==> src/rtl/rs232c_pkg.sv <==
// -----------------------------------------------------------------------------
// rs232c_pkg
// Shared definitions for the RS232C receiver (and, later, the transmitter):
//   - rxState_t   : receiver FSM state encoding (IDLE=0, START=1, DATA=2, STOP=3)
//   - OVERSAMPLE  : ticks per bit period
//   - MID_SAMPLE  : tick index inside the start bit where it is re-checked
//   - DIV_WIDTH   : width of the tick divider counter/period
//   - calcDiv()   : tick divider period from clock and baud rate
// -----------------------------------------------------------------------------
package rs232c_pkg;

    typedef enum logic [1:0] {
        IDLE  = 2'd0,
        START = 2'd1,
        DATA  = 2'd2,
        STOP  = 2'd3
    } rxState_t;

    localparam int OVERSAMPLE = 16;
    localparam int MID_SAMPLE = 7;
    localparam int DIV_WIDTH  = 16;

    // Floor of sysClk/(baud*16), never below 1 so the divider always ticks.
    function automatic logic [DIV_WIDTH-1:0] calcDiv(input int sysClk, input int baud);
        int n;
        n = sysClk / (baud * OVERSAMPLE);
        if (n < 1) begin
            n = 1;
        end
        return n[DIV_WIDTH-1:0];
    endfunction

endpackage

==> src/rtl/rs232c_rx_baud_tick16.sv <==
// -----------------------------------------------------------------------------
// baud_tick16
// Free-running clock-enable generator at 16x the baud rate.
// Ports:
//   clk      in  : system clock
//   rst_n    in  : asynchronous active-low reset
//   sync_clr in  : restart the count at 0 (phase-aligns ticks to a start edge)
//   div      in  : tick period in clk cycles (0 is treated as 1)
//   tick     out : one-clk enable, high when the count reaches div-1
// -----------------------------------------------------------------------------
module baud_tick16
    import rs232c_pkg::*;
(
    input  logic                 clk,
    input  logic                 rst_n,
    input  logic                 sync_clr,
    input  logic [DIV_WIDTH-1:0] div,
    output logic                 tick
);

    logic [DIV_WIDTH-1:0] count_q;
    logic [DIV_WIDTH-1:0] count_d;
    logic [DIV_WIDTH-1:0] lastCount;

    // A zero period would never match, so it is folded onto a period of 1.
    assign lastCount = (div == '0) ? '0 : div - 16'd1;
    assign tick      = (count_q == lastCount);

    // Count 0..div-1 and wrap; a start edge restarts the sequence from 0.
    always_comb begin
        count_d = count_q + 16'd1;
        if (sync_clr || tick) begin
            count_d = '0;
        end
    end

    // Divider count register.
    always_ff @(posedge clk or negedge rst_n) begin
        if (!rst_n) begin
            count_q <= '0;
        end else begin
            count_q <= count_d;
        end
    end

endmodule

==> src/rtl/rs232c_rx.sv <==
// -----------------------------------------------------------------------------
// rs232c_rx
// 8N1 UART receiver, 16x oversampled, LSB first.
// Parameters:
//   sys_clk : system clock frequency in Hz
//   rate    : baud rate in bit/s
// Ports:
//   clk       in  : system clock
//   rst_n     in  : asynchronous active-low reset
//   rxd       in  : serial line, idle high, asynchronous to clk
//   dout      out : last correctly received byte
//   valid     out : one-clk pulse, dout is new in this cycle
//   frame_err out : one-clk pulse when the stop bit is sampled low
//   busy      out : high while a frame is in progress
// -----------------------------------------------------------------------------
module rs232c_rx
    import rs232c_pkg::*;
#(
    parameter int sys_clk = 14000000,
    parameter int rate    = 9600
)
(
    input  logic       clk,
    input  logic       rst_n,
    input  logic       rxd,
    output logic [7:0] dout,
    output logic       valid,
    output logic       frame_err,
    output logic       busy
);

    localparam logic [DIV_WIDTH-1:0] TICK_DIV = calcDiv(sys_clk, rate);

    logic       rxMeta_q;
    logic       rxs_q;
    logic       rxsPrev_q;
    rxState_t   state_q, state_d;
    logic [3:0] scnt_q, scnt_d;
    logic [2:0] bcnt_q, bcnt_d;
    logic [7:0] sr_q, sr_d;
    logic [7:0] dout_q, dout_d;
    logic       valid_q, valid_d;
    logic       ferr_q, ferr_d;
    logic       tick;
    logic       startEdge;

    // Only a genuine high->low transition starts a frame, so a line stuck
    // low (e.g. after a framing error) cannot retrigger the receiver.
    assign startEdge = (state_q == IDLE) && rxsPrev_q && !rxs_q;

    baud_tick16 u_tick (
        .clk      (clk),
        .rst_n    (rst_n),
        .sync_clr (startEdge),
        .div      (TICK_DIV),
        .tick     (tick)
    );

    // Two-flop synchronizer plus one delayed copy for edge detection.
    // All three reset to the idle line level.
    always_ff @(posedge clk or negedge rst_n) begin
        if (!rst_n) begin
            rxMeta_q  <= 1'b1;
            rxs_q     <= 1'b1;
            rxsPrev_q <= 1'b1;
        end else begin
            rxMeta_q  <= rxd;
            rxs_q     <= rxMeta_q;
            rxsPrev_q <= rxs_q;
        end
    end

    // Next-state logic: the start bit is re-checked at its middle, after
    // which every 16th tick lands in the middle of the following bit.
    always_comb begin
        state_d = state_q;
        scnt_d  = scnt_q;
        bcnt_d  = bcnt_q;
        sr_d    = sr_q;
        dout_d  = dout_q;
        valid_d = 1'b0;
        ferr_d  = 1'b0;
        case (state_q)
            IDLE: begin
                if (startEdge) begin
                    state_d = START;
                    scnt_d  = 4'd0;
                end
            end
            START: begin
                if (tick) begin
                    if (scnt_q == 4'(MID_SAMPLE)) begin
                        if (rxs_q) begin
                            state_d = IDLE;
                        end else begin
                            state_d = DATA;
                            scnt_d  = 4'd0;
                            bcnt_d  = 3'd0;
                        end
                    end else begin
                        scnt_d = scnt_q + 4'd1;
                    end
                end
            end
            DATA: begin
                if (tick) begin
                    scnt_d = scnt_q + 4'd1;
                    if (scnt_q == 4'd15) begin
                        sr_d = {rxs_q, sr_q[7:1]};
                        if (bcnt_q == 3'd7) begin
                            state_d = STOP;
                        end else begin
                            bcnt_d = bcnt_q + 3'd1;
                        end
                    end
                end
            end
            STOP: begin
                if (tick) begin
                    scnt_d = scnt_q + 4'd1;
                    if (scnt_q == 4'd15) begin
                        if (rxs_q) begin
                            dout_d  = sr_q;
                            valid_d = 1'b1;
                        end else begin
                            ferr_d = 1'b1;
                        end
                        state_d = IDLE;
                    end
                end
            end
            default: begin
                state_d = IDLE;
            end
        endcase
    end

    // FSM, counters, shift register and registered outputs.
    always_ff @(posedge clk or negedge rst_n) begin
        if (!rst_n) begin
            state_q <= IDLE;
            scnt_q  <= 4'd0;
            bcnt_q  <= 3'd0;
            sr_q    <= 8'h00;
            dout_q  <= 8'h00;
            valid_q <= 1'b0;
            ferr_q  <= 1'b0;
        end else begin
            state_q <= state_d;
            scnt_q  <= scnt_d;
            bcnt_q  <= bcnt_d;
            sr_q    <= sr_d;
            dout_q  <= dout_d;
            valid_q <= valid_d;
            ferr_q  <= ferr_d;
        end
    end

    assign dout      = dout_q;
    assign valid     = valid_q;
    assign frame_err = ferr_q;
    assign busy      = (state_q != IDLE);

endmodule

==> config.mk <==
export PLATFORM = sky130hd
export DESIGN_NAME = rs232c_rx
export DESIGN_NICKNAME = d
export VERILOG_FILES = /design/src/rtl/rs232c_pkg.sv /design/src/rtl/rs232c_rx_baud_tick16.sv /design/src/rtl/rs232c_rx.sv
export SDC_FILE = /design/constraint.sdc
export NUM_CORES = 1
export LEC_CHECK = 0
export BUFFER_PORTS_ARGS = -buffer_cell sky130_fd_sc_hd__buf_2
export CAP_MARGIN = 15
export CORE_MARGIN = 2
export CORE_UTILIZATION = 30
export DETAILED_ROUTE_END_ITERATION = 8
export PLACE_DENSITY = 0.53
export SLEW_MARGIN = 40
export SYNTH_ARGS = -nofsm -noshare
export SYNTH_HDL_FRONTEND = slang
export SYNTH_SLANG_ARGS = --single-unit
==> constraint.sdc <==
create_clock -name clk -period 2.85 [get_ports clk]
set_clock_uncertainty 0.1 [all_clocks]
set_input_delay 0.1425 -clock clk [delete_from_list [all_inputs] [get_ports clk]]
set_output_delay 0.1425 -clock clk [all_outputs]
set_load 0.005 [all_outputs]
==> out/metrics.cfg <==
[timing]
max_freq_mhz = 426.3
layout_setup_ws_ns = 0.5042
slew_headroom = 0.6107
fin_tns_setup_ns = 0
finalMaxSlewViolations = 0
tightest_slew_ns = 0.5840
finalHoldViolations = 0
timing.hold.ws_ns = 0.2486
fin_crit_ns = 2.346
rsz0062_at_grt = no
min_period_over_period = 0.8231
setup_viol = 0

[power]
power_per_cell_area_mw_per_mm2 = 544.0
totalPowerFinal_mw = 1.370
p_leak_nw = 1.150
power_switching_uw = 408.4
p_sw_frac = 0.2980
p_int_uw = 961.8
comb_power_share = 0.131
vdd_drop_max_uv = 220.0
pwr-share-clk = 0.301
seqPwrFrac = 0.567

[hold_path]
hold_end = rxs_q
whs_path_depth = 0
hp-start = rxMeta_q
hold_path_class = register to register

[routing]
routed.top_layer = met4
wl_per_cell_um = 12.97
drt-initial-drc-count = 60
ant_nets = 0
viasPerCell = 4.727
dr_wl_met2_um = 1814
routed_wl_um = 4034
vias = 1470
drcViolationCount = 0
dr.pass1.iters = 4
route.met3.wl_um = 158
wl_met1_um = 2034

[synthesis]
yosysWarnings = 0
synth_most_common_cell = dfrtp_1
ys.flop_type = dfrtp_1
yosysSeqAreaShare = 0.5171
synth_commonest_cells = 43 x dfrtp_1, 24 x nor2_1, 12 x nand3_1, 12 x xnor2_1, 10 x nand2_1
ys_async_sr_fraction = 1.000
synth_top_cells_by_area = dfrtp_1 48%, mux2_4 5.4%, xnor2_1 4.7%
yosysUniqueCellTypes = 43
synth_top_cell_by_area = dfrtp_1
synth_seq_cells = 46
synth_edf_count = 0
syn_nets = 202
syn_avg_cell_area_um2 = 11.51
synth_area_mm2 = 0.002233
synth_cells = 194
synth_top_area_share = 0.4818

[layout]
diodes = 0
n_fill_cell = 731
area_growth_pct = 12.77
drive_gt1_frac = 0.2264
utilization = 0.3491
nNetsFinal = 219

[clocking]
h-tree-depth = 2
cts_tree = yes
post_cts_resized = 0
cts.clk_slew.worst_paths_ns = 0.10
cts_made_buffers = 5
cts_sinks = 46
insertion_delay_ns = 0.30
clockBufferDepth = 2
cts_setup_buffers = 0
cts-root-buf = clkbuf_8

[die]
start_util = 0.3096
die_w_um = 90.28
pin_count = 14
core-area_mm2 = 0.007214
die_h_um = 90.28
placementRows = 31
die-area_mm2 = 0.008150

[grt]
grt_pass1_wl_um = 7058
grtUsageTotal = 0.1051
grt_pass1_vias = 1459
grt_max_degree = 47
overflow = 0
antenna_found_initial = 0

[worst_setup_path]
path_class = register to register
r2r-start = u_tick.count_q[0]
crit_path_end_kind = register
cp_max_fo = 9
r2r.worst_path.cells = 6
cp_data_arrival_time_ns = 2.44
required_ns = 2.95
reg2reg_setup_slack_ns = 0.50
startpoint_type = register
reg2reg_to = dout[4]

[status]
status = finished clean

[placement]
dpl_worst_slack_ns = 0.5022
hpwl_um = 2774
port_buffers = 13
globalplace.congestion = 0.8429

[run]
drv_cap = 0

## worst max path at each step
stage | end | start | slack (ns)
finish | dout[4] | u_tick.count_q[0] | 0.50
global route | dout[2] | u_tick.count_q[0] | 0.39
CTS | dout[4] | u_tick.count_q[0] | 0.49
detailed placement | dout[4] | u_tick.count_q[0] | 0.50
global placement | dout[4] | u_tick.count_q[0] | 0.57
floorplan | dout[0] | u_tick.count_q[0] | 0.64
## stage by stage
step | instance area, um2 | std cells
final | 2519 | 311
after global routing | 2519 | 311
after CTS | 2519 | 311
after detailed placement | 2405 | 301
after global placement | 2402 | 301
after floorplan | 2233 | 194
## logic make-up after synthesis
kind of cell / after synthesis / synth area share
xor gates and xnor gates: 15 / 0.05883
AOI/OAI and AO/OA: 19 / 0.06331
buffers and inverters: 16 / 0.03081
muxes: 16 / 0.09412
adders and majority gates: 5 / 0.02801
DFF: 46 / 0.5171
and+or+nand+nor: 77 / 0.2078
## state kept, by name (all words and copies together) (netlist names), named ones only
name,cells
bcnt_q,3
rxMeta_q,1
rxsPrev_q,1
frame_err,1
rxs_q,1
state_q,1
u_tick.count_q,16
sr_q,8
dout,8
valid,1
scnt_q,4
## routing by layer
metal  GRT usage  up-vias
met1      0.1472      711
li1            -      726
met5           0        -
met4     0.02692        0
met2      0.1642       29
met3     0.02504        4
## critical path: stages (launching register included)
cell and delay [ns]:
dfrtp_1 0.43, inv_1 0.08, ha_1 0.14, nor4b_4 0.28, nand4_4 0.21, or4_4 0.67
mux2_4 0.33
## cell usage in the layout (no fill, tap or decap), types with 4 or more instances in the layout
cell / Yosys / layout
buf_2: 1 / 12
clkbuf_8: 0 / 5
dfrtp_1: 43 / 43
ha_1: 5 / 5
inv_1: 9 / 9
mux2_2: 8 / 8
mux2_4: 8 / 8
nand2_1: 10 / 10
nand3_1: 12 / 12
nand4_1: 4 / 4
nor2_1: 24 / 24
nor3_1: 4 / 4
nor4_1: 6 / 6
xnor2_1: 12 / 12
## power groups by stage
stage               sequential [mW]  clock (mW)  combinational, mW
global placement              0.786           0              0.179
CTS                           0.776       0.434              0.183
finish                        0.777       0.413              0.180
floorplan                     0.769           0              0.143
global route                  0.787       0.459              0.209
detailed placement            0.788           0              0.180
## repair_timing
action / 4_1_cts / 5_1_grt
endpoints found under the hold margin: 44 / 0
endpoints found under the setup margin: 0 / 0
hold buffers: 2 / 0
## layout make-up
| type | count | area (um2) | share of cell area |
|---|---|---|---|
| clock buffer | 5 | 68.82 | 0.02732 |
| clock inverter | 3 | 25.02 | 0.009935 |
| inverter | 9 | 33.78 | 0.01341 |
| multi-input combinational | 132 | 1010 | 0.4009 |
| sequential | 46 | 1155 | 0.4585 |
| tap | 99 | 123.9 | 0.04918 |
| timing repair buffer | 17 | 102.6 | 0.04073 |
No activity file was read; power rests on OpenSTA's default activity.
